`src/rtl/simple_alu_pkg.sv`:
```
// rtl/simple_alu_pkg.sv - shared op codes, flag indices and FSM states for simple_alu_seq
package simple_alu_pkg;

    typedef enum logic [3:0] {
        OP_ADD = 4'd0,
        OP_SUB = 4'd1,
        OP_AND = 4'd2,
        OP_OR  = 4'd3,
        OP_XOR = 4'd4,
        OP_CMP = 4'd5,
        OP_MOV = 4'd6,
        OP_SLL = 4'd8,
        OP_SLR = 4'd9,
        OP_SRL = 4'd10,
        OP_SRA = 4'd11
    } op_e;

    localparam int FLG_S = 3;
    localparam int FLG_Z = 2;
    localparam int FLG_C = 1;
    localparam int FLG_V = 0;

    typedef enum logic [1:0] {
        ST_IDLE  = 2'd0,
        ST_SHIFT = 2'd1,
        ST_DONE  = 2'd2
    } state_e;

    // Codes 7 and 12..15 have no operation behind them.
    function automatic logic is_illegal_op(input logic [3:0] op);
        return (op == 4'd7) || (op >= 4'd12);
    endfunction

    // Codes 8..11 are the iterative shift/rotate group.
    function automatic logic is_shift_op(input logic [3:0] op);
        return (op[3:2] == 2'b10);
    endfunction

endpackage

```
`src/rtl/simple_alu_core.sv`:
```
// rtl/simple_alu_core.sv - combinational add/sub/logic/mov with S/Z/C/V generation
module simple_alu_core
    import simple_alu_pkg::*;
#(
    parameter int WIDTH = 16
) (
    input  logic [3:0]       op,
    input  logic [WIDTH-1:0] a,
    input  logic [WIDTH-1:0] b,
    output logic [WIDTH-1:0] result,
    output logic [3:0]       flags
);

    // One extra bit holds carry-out on add and borrow on subtract.
    logic [WIDTH:0] sum;
    logic [WIDTH:0] diff;

    assign sum  = {1'b0, a} + {1'b0, b};
    assign diff = {1'b0, a} - {1'b0, b};

    logic carry;
    logic ovf;
    logic legal;

    // Select the result and raw C/V per op; shift codes pass a through as the zero-amount shift.
    always_comb begin
        result = '0;
        carry  = 1'b0;
        ovf    = 1'b0;
        legal  = 1'b1;
        case (op)
            OP_ADD: begin
                result = sum[WIDTH-1:0];
                carry  = sum[WIDTH];
                ovf    = (a[WIDTH-1] == b[WIDTH-1]) && (sum[WIDTH-1] != a[WIDTH-1]);
            end
            OP_SUB, OP_CMP: begin
                result = diff[WIDTH-1:0];
                carry  = diff[WIDTH];
                ovf    = (a[WIDTH-1] != b[WIDTH-1]) && (diff[WIDTH-1] != a[WIDTH-1]);
            end
            OP_AND: result = a & b;
            OP_OR:  result = a | b;
            OP_XOR: result = a ^ b;
            OP_MOV: result = b;
            OP_SLL, OP_SLR, OP_SRL, OP_SRA: result = a;
            default: legal = 1'b0;
        endcase
    end

    // Illegal codes report all-zero flags alongside the zero result.
    always_comb begin
        flags = '0;
        if (legal) begin
            flags[FLG_S] = result[WIDTH-1];
            flags[FLG_Z] = (result == '0);
            flags[FLG_C] = carry;
            flags[FLG_V] = ovf;
        end
    end

endmodule

```
`src/rtl/simple_alu_seq.sv`:
```
// rtl/simple_alu_seq.sv - handshaked ALU with iterative one-bit-per-cycle shifter
module simple_alu_seq
    import simple_alu_pkg::*;
#(
    parameter int WIDTH = 16,
    parameter int SHW   = $clog2(WIDTH)
) (
    input  logic             clk,
    input  logic             rst_n,
    input  logic             in_valid,
    output logic             in_ready,
    input  logic [3:0]       op,
    input  logic [WIDTH-1:0] a,
    input  logic [WIDTH-1:0] b,
    input  logic [SHW-1:0]   shamt,
    output logic             out_valid,
    input  logic             out_ready,
    output logic [WIDTH-1:0] result,
    output logic [3:0]       flags,
    output logic             err
);

    state_e           state_q, state_d;
    logic [WIDTH-1:0] work_q, work_d;
    logic [SHW-1:0]   cnt_q, cnt_d;
    logic             c_q, c_d;
    logic [3:0]       sop_q, sop_d;
    logic [WIDTH-1:0] result_q, result_d;
    logic [3:0]       flags_q, flags_d;
    logic             err_q, err_d;

    logic [WIDTH-1:0] core_result;
    logic [3:0]       core_flags;

    simple_alu_core #(
        .WIDTH(WIDTH)
    ) u_core (
        .op     (op),
        .a      (a),
        .b      (b),
        .result (core_result),
        .flags  (core_flags)
    );

    // in_ready depends only on state and out_ready so there is no in_valid->in_ready path.
    assign in_ready  = (state_q == ST_IDLE) || ((state_q == ST_DONE) && out_ready);
    assign out_valid = (state_q == ST_DONE);
    assign result    = result_q;
    assign flags     = flags_q;
    assign err       = err_q;

    logic accept;
    assign accept = in_valid && in_ready;

    logic [WIDTH-1:0] step_val;
    logic             step_out;

    // One-bit step of the latched shift op; step_out is the bit leaving (or wrapping) this cycle.
    always_comb begin
        step_val = work_q;
        step_out = 1'b0;
        case (sop_q)
            OP_SLL: begin
                step_val = {work_q[WIDTH-2:0], 1'b0};
                step_out = work_q[WIDTH-1];
            end
            OP_SLR: begin
                step_val = {work_q[WIDTH-2:0], work_q[WIDTH-1]};
                step_out = work_q[WIDTH-1];
            end
            OP_SRL: begin
                step_val = {1'b0, work_q[WIDTH-1:1]};
                step_out = work_q[0];
            end
            OP_SRA: begin
                step_val = {work_q[WIDTH-1], work_q[WIDTH-1:1]};
                step_out = work_q[0];
            end
            default: ;
        endcase
    end

    // Next-state and datapath: IDLE and DONE share the acceptance path; SHIFT iterates until cnt hits 1.
    always_comb begin
        state_d  = state_q;
        work_d   = work_q;
        cnt_d    = cnt_q;
        c_d      = c_q;
        sop_d    = sop_q;
        result_d = result_q;
        flags_d  = flags_q;
        err_d    = err_q;
        case (state_q)
            ST_IDLE, ST_DONE: begin
                if ((state_q == ST_DONE) && out_ready && !in_valid) begin
                    state_d = ST_IDLE;
                end
                if (accept) begin
                    if (is_shift_op(op) && (shamt != '0)) begin
                        state_d = ST_SHIFT;
                        work_d  = a;
                        cnt_d   = shamt;
                        c_d     = 1'b0;
                        sop_d   = op;
                    end else begin
                        state_d  = ST_DONE;
                        result_d = core_result;
                        flags_d  = core_flags;
                        err_d    = is_illegal_op(op);
                    end
                end
            end
            ST_SHIFT: begin
                if (cnt_q == SHW'(1)) begin
                    state_d        = ST_DONE;
                    work_d         = step_val;
                    cnt_d          = '0;
                    c_d            = step_out;
                    result_d       = step_val;
                    flags_d        = '0;
                    flags_d[FLG_S] = step_val[WIDTH-1];
                    flags_d[FLG_Z] = (step_val == '0);
                    flags_d[FLG_C] = step_out;
                    err_d          = 1'b0;
                end else begin
                    work_d = step_val;
                    c_d    = step_out;
                    cnt_d  = cnt_q - SHW'(1);
                end
            end
            default: state_d = ST_IDLE;
        endcase
    end

    // State and datapath registers; reset discards any in-flight shift.
    always_ff @(posedge clk or negedge rst_n) begin
        if (!rst_n) begin
            state_q  <= ST_IDLE;
            work_q   <= '0;
            cnt_q    <= '0;
            c_q      <= 1'b0;
            sop_q    <= '0;
            result_q <= '0;
            flags_q  <= '0;
            err_q    <= 1'b0;
        end else begin
            state_q  <= state_d;
            work_q   <= work_d;
            cnt_q    <= cnt_d;
            c_q      <= c_d;
            sop_q    <= sop_d;
            result_q <= result_d;
            flags_q  <= flags_d;
            err_q    <= err_d;
        end
    end

endmodule
```
`config.mk`:
```
export PLATFORM = sky130hd
export DESIGN_NAME = simple_alu_seq
export DESIGN_NICKNAME = d
export VERILOG_FILES = /design/src/rtl/simple_alu_pkg.sv /design/src/rtl/simple_alu_core.sv /design/src/rtl/simple_alu_seq.sv
export SDC_FILE = /design/constraint.sdc
export NUM_CORES = 1
export LEC_CHECK = 0
export BUFFER_PORTS_ARGS = -buffer_cell sky130_fd_sc_hd__buf_2
export CAP_MARGIN = 15
export CORE_UTILIZATION = 40
export DETAILED_ROUTE_END_ITERATION = 10
export PLACE_DENSITY = 0.57
export SYNTH_ARGS = -nofsm -noshare
export SYNTH_HDL_FRONTEND = slang
export SYNTH_SLANG_ARGS = --single-unit
```
`constraint.sdc`:
```
create_clock -name clk -period 2.89 [get_ports clk]
set_input_delay 0.578 -clock clk [delete_from_list [all_inputs] [get_ports clk]]
set_output_delay 0.578 -clock clk [all_outputs]
set_load 0.01 [all_outputs]
```
==> results of run 1 <==
[per-layer routing]
metal | vias to the layer above | GRT usage (%) | part of all wire (%)
met3 | 34 | 3.668 | 8.0
li1 | 3031 | - | -
met1 | 3162 | 39.22 | 42
met2 | 313 | 51.54 | 48
met4 | 0 | 9.019 | 1.9
met5 | - | 0 | 0
[cells by family (layout without fill, tap and decap cells)]
group | Yosys count | in the layout
compound gates | 243 | 243
mux | 20 | 20
fa+ha+maj | 55 | 55
buf+inv | 100 | 316
simple gates | 241 | 241
flops | 47 | 47
[what timing repair did]
item,CTS,global route
gates resized for setup,57,40
pin swaps,25,29
endpoints found under the setup margin,12,13
cloned,0,0
setup buffers,9,3
[layout make-up]
| type | instances | share of cell area, % |
|---|---|---|
| Clock buffer | 7 | 1.954 |
| Clock inverter | 1 | 0.09612 |
| Inverter | 56 | 2.756 |
| Multi-Input combinational cell | 559 | 53.94 |
| Sequential cell | 47 | 15.06 |
| Tap cell | 176 | 2.820 |
| Timing Repair Buffer | 252 | 23.37 |
[synthesized netlist by cell type (9+ instances only)]
master,count
nor2_1,83
a21oi_1,72
nand2_1,57
inv_1,54
ha_1,53
dfrtp_1,47
o21ai_0,37
clkbuf_1,25
a221o_1,19
mux2i_1,17
nor3_1,16
nand3_1,14
buf_2,11
nand4_1,11
nor2b_1,11
o21a_1,11
o211ai_1,10
o221ai_1,9
[sequential cells by signal, summed over array words and instances, names as in the netlist]
register  flops
state_q       2
work_q       16
err           1
cnt_q         4
sop_q         4
flags         4
result       16
[through the flow]
| step | total power, mW | TNS, ps | cells |
|---|---|---|---|
| 2_1_floorplan | 2.391 | 0 | 706 |
| 3_3_place_gp | 3.196 | -6162 | 1077 |
| 3_5_place_dp | 3.235 | -6789 | 1077 |
| 4_1_cts | 3.930 | -22.39 | 1094 |
| 5_1_grt | 4.287 | -358.6 | 1098 |
| 6_report | 4.011 | 0 | 1098 |
[power groups by stage]
stage | combinational [mW] | sequential [mW] | clock, mW
2_1_floorplan | 1.22 | 1.17 | 0
3_3_place_gp | 1.99 | 1.20 | 0
3_5_place_dp | 2.02 | 1.22 | 0
4_1_cts | 2.10 | 1.21 | 0.622
5_1_grt | 2.39 | 1.25 | 0.654
6_report | 2.18 | 1.21 | 0.620
[worst reg2reg max path: stages (launching register included)]
cell     delay, ps
dfrtp_1        960
nor2_1         150
a21oi_1        160
nor2_1          60
a21oi_1        250
and3_1         210
nand4_1        100
nor4_1         210
a21oi_1         90
o21ai_1         80
[worst max-delay path by stage]
stage | end | cells past startpoint | slack [ps]
after floorplan | result[12] | 14 | 20
after global placement | flags[2] | 14 | -580
after detailed placement | flags[2] | 14 | -650
after CTS | flags[2] | 15 | -20
after global routing | flags[2] | 13 | -130
final | result[14] | 16 | 6
==> impl_metrics.yaml, run 1 <==
sta:
  worst_slew_pin_slew_ps: 941.2
  max_slew_margin_pct: 37.25
  drv_slew: 0
  setup_viol: 0
  max_freq_mhz: 346.7
  rsz0062_at_grt: "yes"
  fin_hold_ws_ps: 127.6
  skew_ps: 5.400
  fin_crit_ps: 2884
  finalHoldViolCount: 0
  timing.final.ws_setup_ps: 5.909
  period_share_pct: 99.80
logic_synthesis:
  synth_area_sq_um: 5445
  synth-seq-area-share_pct: 21.60
  synth-edff-count: 0
  synth_top_area_share_pct: 21.60
  synth_compound_area_share_pct: 31.62
  synth.avg_cell_area_sq_um: 7.713
  synth_cells: 706
  synth_ff_type: "dfrtp_1"
  synth_cell_types: 77
  synth_xor_area_share_pct: 0
  synth-adder-area-share_pct: 12.91
  ys_warn_count: 0
  synthArstFlopShare_pct: 100.0
  synth_seq_cells: 47
  synth.area.mux_share_pct: 3.745
  synth_top_family_by_area: "compound AO/OA/AOI/OAI gates"
  ys_top_cells_by_area: "dfrtp_1, ha_1, a21oi_1"
  synth-simple-area-share_pct: 22.47
  synth_area_leader_cell: "dfrtp_1"
  syn_nets: 805
finish:
  final_common_cell: "buf_4"
  layout-drive-gt1-share_pct: 37.42
  final_nets: 1020
  finalInstanceArea_sq_um: 7810
  antennaDiodeCount: 0
  multi_input_area_sq_um: 4213
  final_cell_mix: "buf_4, nor2_1, a21oi_1"
  syn_to_final_growth_pct: 43.43
  layout.area.seq_sq_um: 1176
  fin_util_pct: 58.98
  fillers: 1233
clock_network:
  clock_latency_ps: 300
  cts_buffers: 5
  cts-root-buf: "clkbuf_16"
  cts_sinks: 47
  cts_hold_buffers: 0
  clk_pin_slew_ps: 70
  h-tree-depth: 2
  tritoncts: "done"
  clock_path_buffers: 2
drt:
  wl_per_cell_um: 18.97
  via_count: 6540
  drc: 0
  wl_um: 20830
  drt_iter0_drc: 557
  vias_per_cell: 5.956
  firstDrtPassIters: 5
  postRouteAntennaNets: 0
worst_setup_path:
  worstSetupPathType: "input pin to flop"
  crit_fanout: 3
  reg2regPathDepth: 9
  worst_ep_arrival_time_ps: 3120
  cp_cell_sequence: "buf_12 -> inv_6 -> ha_4 -> inv_2 -> fa_2 -> nand2b_4 -> a2111o_1 -> nand3b_1 -> a21oi_2 -> o41ai_2 -> buf_4 -> a221o_1 -> a21oi_2 -> and4b_2 -> o221ai_2 -> o21a_1"
  critical_path.startpoint_type: "input pin"
  path_buf_inv: 4
  critical_path.top_delay_family: "compound AO/OA/AOI/OAI gates"
  required_ps: 3130
  cpPeakStageDelay_ps: 380
  crit_top_cell: "a21oi_2"
  end_kind: "flop"
  r2r_end: "flags[2]"
  critPathSlowestCell: "fa_2"
  crit_path_start: "a[0]"
  rrSetupSlack_ps: 560
  r2r_start: "sop_q[1]"
power_and_ir_drop:
  combPwrFrac_pct: 54.3
  clkPwrFrac_pct: 15.5
  switching_share_pct: 42.31
  p_int_mw: 2.314
  ir_drop_mv: 0.2774
  cellPowerDensity_nw_per_um2: 513.6
  p_sw_mw: 1.697
  leakage_nw: 3.675
  pwr-share-seq_pct: 30.2
floorplan:
  core-area_sq_um: 13240
  fp.dieH_um: 118.7
  row_count: 42
  die-area_sq_um: 14080
  dieWidth_um: 118.7
  initial_core_util_pct: 41.12
  ios: 67
global_route:
  grt_max_degree: 48
  grt_antenna_before_repair: 0
  grt_first_pass_wirelength_um: 33370
  overflow: 0
  grt_pass1_vias: 6315
  grt.total_usage_pct: 30.05
placement:
  postPlaceCellArea_sq_um: 7122
  gp_congestion: 0.9911
  dp_hpwl_um: 16480
  dp_slack_ps: -645.5
  placement.io_buffers: 66
status:
  status: "finished clean"
min_path:
  hold_path_class: "input pin to asynchronous set/reset pin"
run:
  drv_cap: 0
Power figures use the tool's default switching activity.
==> inputs of run 2 (changes only) <==
- PLACE_DENSITY: 0.57 -> 0.62
==> impl_metrics.yaml, run 2 (synthesized netlist as in run 1, its figures left out) <==
drt:
  vias_per_cell: 5.865
  wl_um: 21190
  via_count: 6451
  drc: 0
  postRouteAntennaNets: 0
  drt_iter0_drc: 516
  firstDrtPassIters: 6
  wl_per_cell_um: 19.26
worst_setup_path:
  r2r_start: "sop_q[1]"
  crit_path_start: "a[0]"
  worstSetupPathType: "input pin to flop"
  r2r_end: "flags[2]"
  critical_path.startpoint_type: "input pin"
  reg2regPathDepth: 7
  end_kind: "flop"
  rrSetupSlack_ps: 420
  crit_fanout: 4
  required_ps: 3080
  worst_ep_arrival_time_ps: 3150
finish:
  syn_to_final_growth_pct: 43.93
  layout-drive-gt1-share_pct: 37.88
  fillers: 1286
  final_nets: 1022
  antennaDiodeCount: 0
  finalInstanceArea_sq_um: 7838
  final_common_cell: "buf_4"
  final_cell_mix: "buf_4, nor2_1, buf_2"
  instances_no_fill: 1100
global_route:
  grt_antenna_before_repair: 0
  grt.total_usage_pct: 30.31
  overflow: 0
  grt_pass1_vias: 6357
  grt_max_degree: 48
  grt_first_pass_wirelength_um: 33700
clock_network:
  h-tree-depth: 2
  cts-root-buf: "clkbuf_16"
  clock_path_buffers: 2
  cts_sinks: 47
  tritoncts: "done"
  cts_hold_buffers: 0
  cts_buffers: 5
  clk_pin_slew_ps: 70
  clock_latency_ps: 290
sta:
  worst_slew_pin_slew_ps: 1035
  fin_crit_ps: 2964
  rsz0062_at_grt: "yes"
  finalHoldViolCount: 0
  skew_ps: 7.017
  max_freq_mhz: 337.4
  period_share_pct: 102.6
  drv_slew: 0
  max_slew_margin_pct: 30.97
  fin_hold_ws_ps: 462.9
  timing.final.ws_setup_ps: -74.00
  setup_viol: 3
floorplan:
  dieWidth_um: 118.7
  fp.dieH_um: 118.7
  row_count: 42
  ios: 67
  core-area_sq_um: 13240
  die-area_sq_um: 14080
  initial_core_util_pct: 41.12
power_and_ir_drop:
  pwr-share-seq_pct: 30.3
  combPwrFrac_pct: 55.2
  clkPwrFrac_pct: 14.5
  p_int_mw: 2.284
  ir_drop_mv: 0.3029
  leakage_nw: 3.692
  cellPowerDensity_nw_per_um2: 512.4
  switching_share_pct: 43.12
  p_sw_mw: 1.732
status:
  violations: "negative setup slack"
  status: "finished with violations"
placement:
  gp_congestion: 0.9273
  dp_hpwl_um: 16680
  placement.io_buffers: 66
  dp_slack_ps: -604.0
  postPlaceCellArea_sq_um: 7142
  dpl.cell_count: 1078
min_path:
  hold_path_class: "input pin to asynchronous set/reset pin"
run:
  drv_cap: 0
-- run 2: changes by cell type in the layout (fill, tap and decap cells not counted), sizes merged --
| cell | change |
|---|---|
| inv | +1 |
| clkinvlp | +1 |
| clkbuf | -2 |
| buf | +2 |
-- run 2: layout make-up --
type	count	area (sq um)	share of cell area, %
Clock buffer	5	125.1	1.596
Clock inverter	3	23.77	0.3033
Timing Repair Buffer	254	1844	23.53
Sequential cell	47	1176	15.01
Inverter	56	215.2	2.746
Tap cell	176	220.2	2.810
Multi-Input combinational cell	559	4233	54.01
-- run 2: critical path: stages --
cell,delay [ps]
buf_8,90
ha_4,140
inv_2,40
fa_2,360
nor2b_4,130
o31a_1,230
o22a_1,230
a41o_1,270
a21oi_2,80
o21bai_2,220
mux2_4,320
a22oi_2,200
o221ai_2,120
o21a_1,110
-- run 2: what timing repair did --
item,CTS,global route
gates cloned,0,0
setup endpoints to repair,8,11
gates resized for setup,47,51
buffers inserted,11,5
pin swaps,29,23
-- run 2: metal layers --
metal | global-route usage, % | part of all wire, % | vias up
met4 | 9.731 | 2.9 | 0
met5 | 0 | 0 | -
met2 | 51.17 | 48 | 250
met3 | 3.716 | 6.5 | 43
met1 | 39.98 | 43 | 3126
li1 | - | - | 3032
-- run 2: power by group through the flow --
stage	Combinational, mW	Clock, mW	Sequential [mW]
after floorplan	1.22	0	1.17
after global placement	1.99	0	1.20
after detailed placement	2.04	0	1.22
after CTS	2.12	0.594	1.21
after global routing	2.42	0.617	1.25
final	2.21	0.582	1.22
-- run 2: worst max path at each step --
stage | slack (ps) | cells past startpoint | end
after global placement | -640 | 14 | result[12]
after floorplan | 20 | 14 | result[12]
after CTS | -1 | 13 | flags[1]
after detailed placement | -600 | 14 | result[12]
final | -70 | 14 | result[12]
after global routing | -140 | 14 | result[12]
-- run 2: per-stage QoR --
stage	TNS (ps)	util (%)	power (mW)
2_1_floorplan	0	-	2.391
3_3_place_gp	-4543	53.93	3.187
3_5_place_dp	-4973	53.93	3.251
4_1_cts	-1.052	57.25	3.918
5_1_grt	-495.6	59.18	4.288
6_report	-123.4	59.18	4.016
==> inputs of run 3 (changes only) <==
- CORE_UTILIZATION: 40 -> 55
- GPL_TIMING_DRIVEN: not set -> 0
- PLACE_DENSITY: 0.62 -> 0.79
==> impl_metrics.yaml, run 3 (synthesized netlist as in run 1, its figures left out) <==
power_and_ir_drop:
  cellPowerDensity_nw_per_um2: 537.7
  ir_drop_mv: 0.3810
  leakage_nw: 3.015
placement:
  placement.io_buffers: 65
  dp_slack_ps: -700.9
  dp_hpwl_um: 14180
  gp_congestion: 0.9693
global_route:
  grt_pass1_vias: 5660
  grt_first_pass_wirelength_um: 29200
  grt_max_degree: 48
  grt.total_usage_pct: 36.44
  overflow: 0
  grt_antenna_before_repair: 0
floorplan:
  ios: 67
  core-area_sq_um: 9415
  fp.dieH_um: 101.5
  initial_core_util_pct: 57.83
  row_count: 35
  dieWidth_um: 101.5
  die-area_sq_um: 10300
sta:
  rsz0062_at_grt: "yes"
  finalHoldViolCount: 0
  timing.final.ws_setup_ps: -33.76
  fin_crit_ps: 2924
  setup_viol: 1
  max_slew_margin_pct: 45.43
  worst_slew_pin_slew_ps: 808.2
  drv_slew: 0
  period_share_pct: 101.2
  max_freq_mhz: 342.0
  skew_ps: 9.005
drt:
  wl_met1_um: 7809
  drt_iter0_drc: 684
  drc: 0
  via_count: 6303
  wl_um: 19130
  firstDrtPassIters: 5
  top_layer_used: "met4"
  wl_met3_um: 1537
  vias_per_cell: 6.770
  wl_met2_um: 8932
  postRouteAntennaNets: 0
  wl_per_cell_um: 20.54
clock_network:
  cts-root-buf: "clkbuf_8"
  cts_sinks: 47
  h-tree-depth: 2
  cts_buffers: 5
  clock_path_buffers: 2
  clock_latency_ps: 300
  tritoncts: "done"
  clk_pin_slew_ps: 90
run:
  drv_cap: 0
min_path:
  hold_path_class: "input pin to asynchronous set/reset pin"
worst_setup_path:
  worst_ep_arrival_time_ps: 3120
  required_ps: 3090
  end_kind: "flop"
  critical_path.startpoint_type: "input pin"
  worstSetupPathType: "input pin to flop"
  crit_fanout: 3
finish:
  antennaDiodeCount: 0
  final_common_cell: "nor2_1"
  final_nets: 900
  syn_to_final_growth_pct: 26.15
  layout-drive-gt1-share_pct: 29.43
  final_cell_mix: "nor2_1, buf_2, a21oi_1"
  fin_util_pct: 72.96
status:
  status: "finished with violations"
  violations: "negative setup slack"
[run 3: cell types whose count changed in the layout (fill, tap and decap cells not counted), moves of 5 or more]
cell,change
buf_4,-151
clkbuf_1,+18
clkbuf_2,+7
clkbuf_8,+6
a21oi_2,+5
clkbuf_16,-5
[run 3: worst max-delay path: stages]
cell and delay [ps]:
buf_12 110, inv_8 50, ha_4 130, inv_2 30
fa_2 360, nand2b_4 110, a2111o_1 180, buf_6 110
nand3_4 70, nand3_4 100, nor3_2 50, or4_4 420
mux2_4 270, a22oi_2 270, o221ai_2 130, o21a_1 140
[run 3: final timing paths]
check                          from    endpoint  slack (ps)  depth (start not counted)
min reg2reg                sop_q[3]    sop_q[3]         480                          1
max reg2reg                sop_q[1]    flags[2]         320                          9
min                           rst_n   work_q[3]         120                          1
min in group clk           sop_q[3]    sop_q[3]         480                          1
max in group asynchronous     rst_n  state_q[0]        2290                          2
max                            a[0]  result[12]         -30                         16
[run 3: metrics by stage]
step | setup TNS (ps) | hold slack, ps | cells | power [mW] | instance area (sq um)
floorplan | 0 | 282.4 | 706 | 2.391 | 5466
global placement | -9231 | 447.6 | 900 | 2.943 | 5953
detailed placement | -10770 | 460.5 | 900 | 3.009 | 5953
CTS | -10.97 | 485.1 | 919 | 3.517 | 6410
global route | -409.0 | 128.1 | 931 | 3.947 | 6869
finish | -33.76 | 119.6 | 931 | 3.693 | 6869
[run 3: layout make-up]
class,instances,area (sq um)
multi-input combinational,559,4388
fill,753,2546
sequential,47,1176
timing repair buffer,90,586.8
buffer,42,237.7
inverter,56,220.2
tap,129,161.4
clock buffer,6,82.58
clock inverter,2,16.27
[run 3: repair_timing]
action	CTS	global route
endpoints found under the setup margin	13	27
hold buffers	0	0
pin swaps	25	42
setup buffers	13	12
resized for setup	60	102
[run 3: layer usage]
layer	up-vias	track usage [%]
met1	3029	49.81
met4	0	15.16
li1	2806	-
met2	384	59.20
met5	-	0
met3	84	2.899
[run 3: where the power goes]
group | switching [mW] | total, mW | leakage (nW) | internal (mW)
logic | 1.24 | 2.11 | 2.38 | 0.876
registers | 0.227 | 1.16 | 0.587 | 0.929
clock network | 0.228 | 0.424 | 0.0474 | 0.196
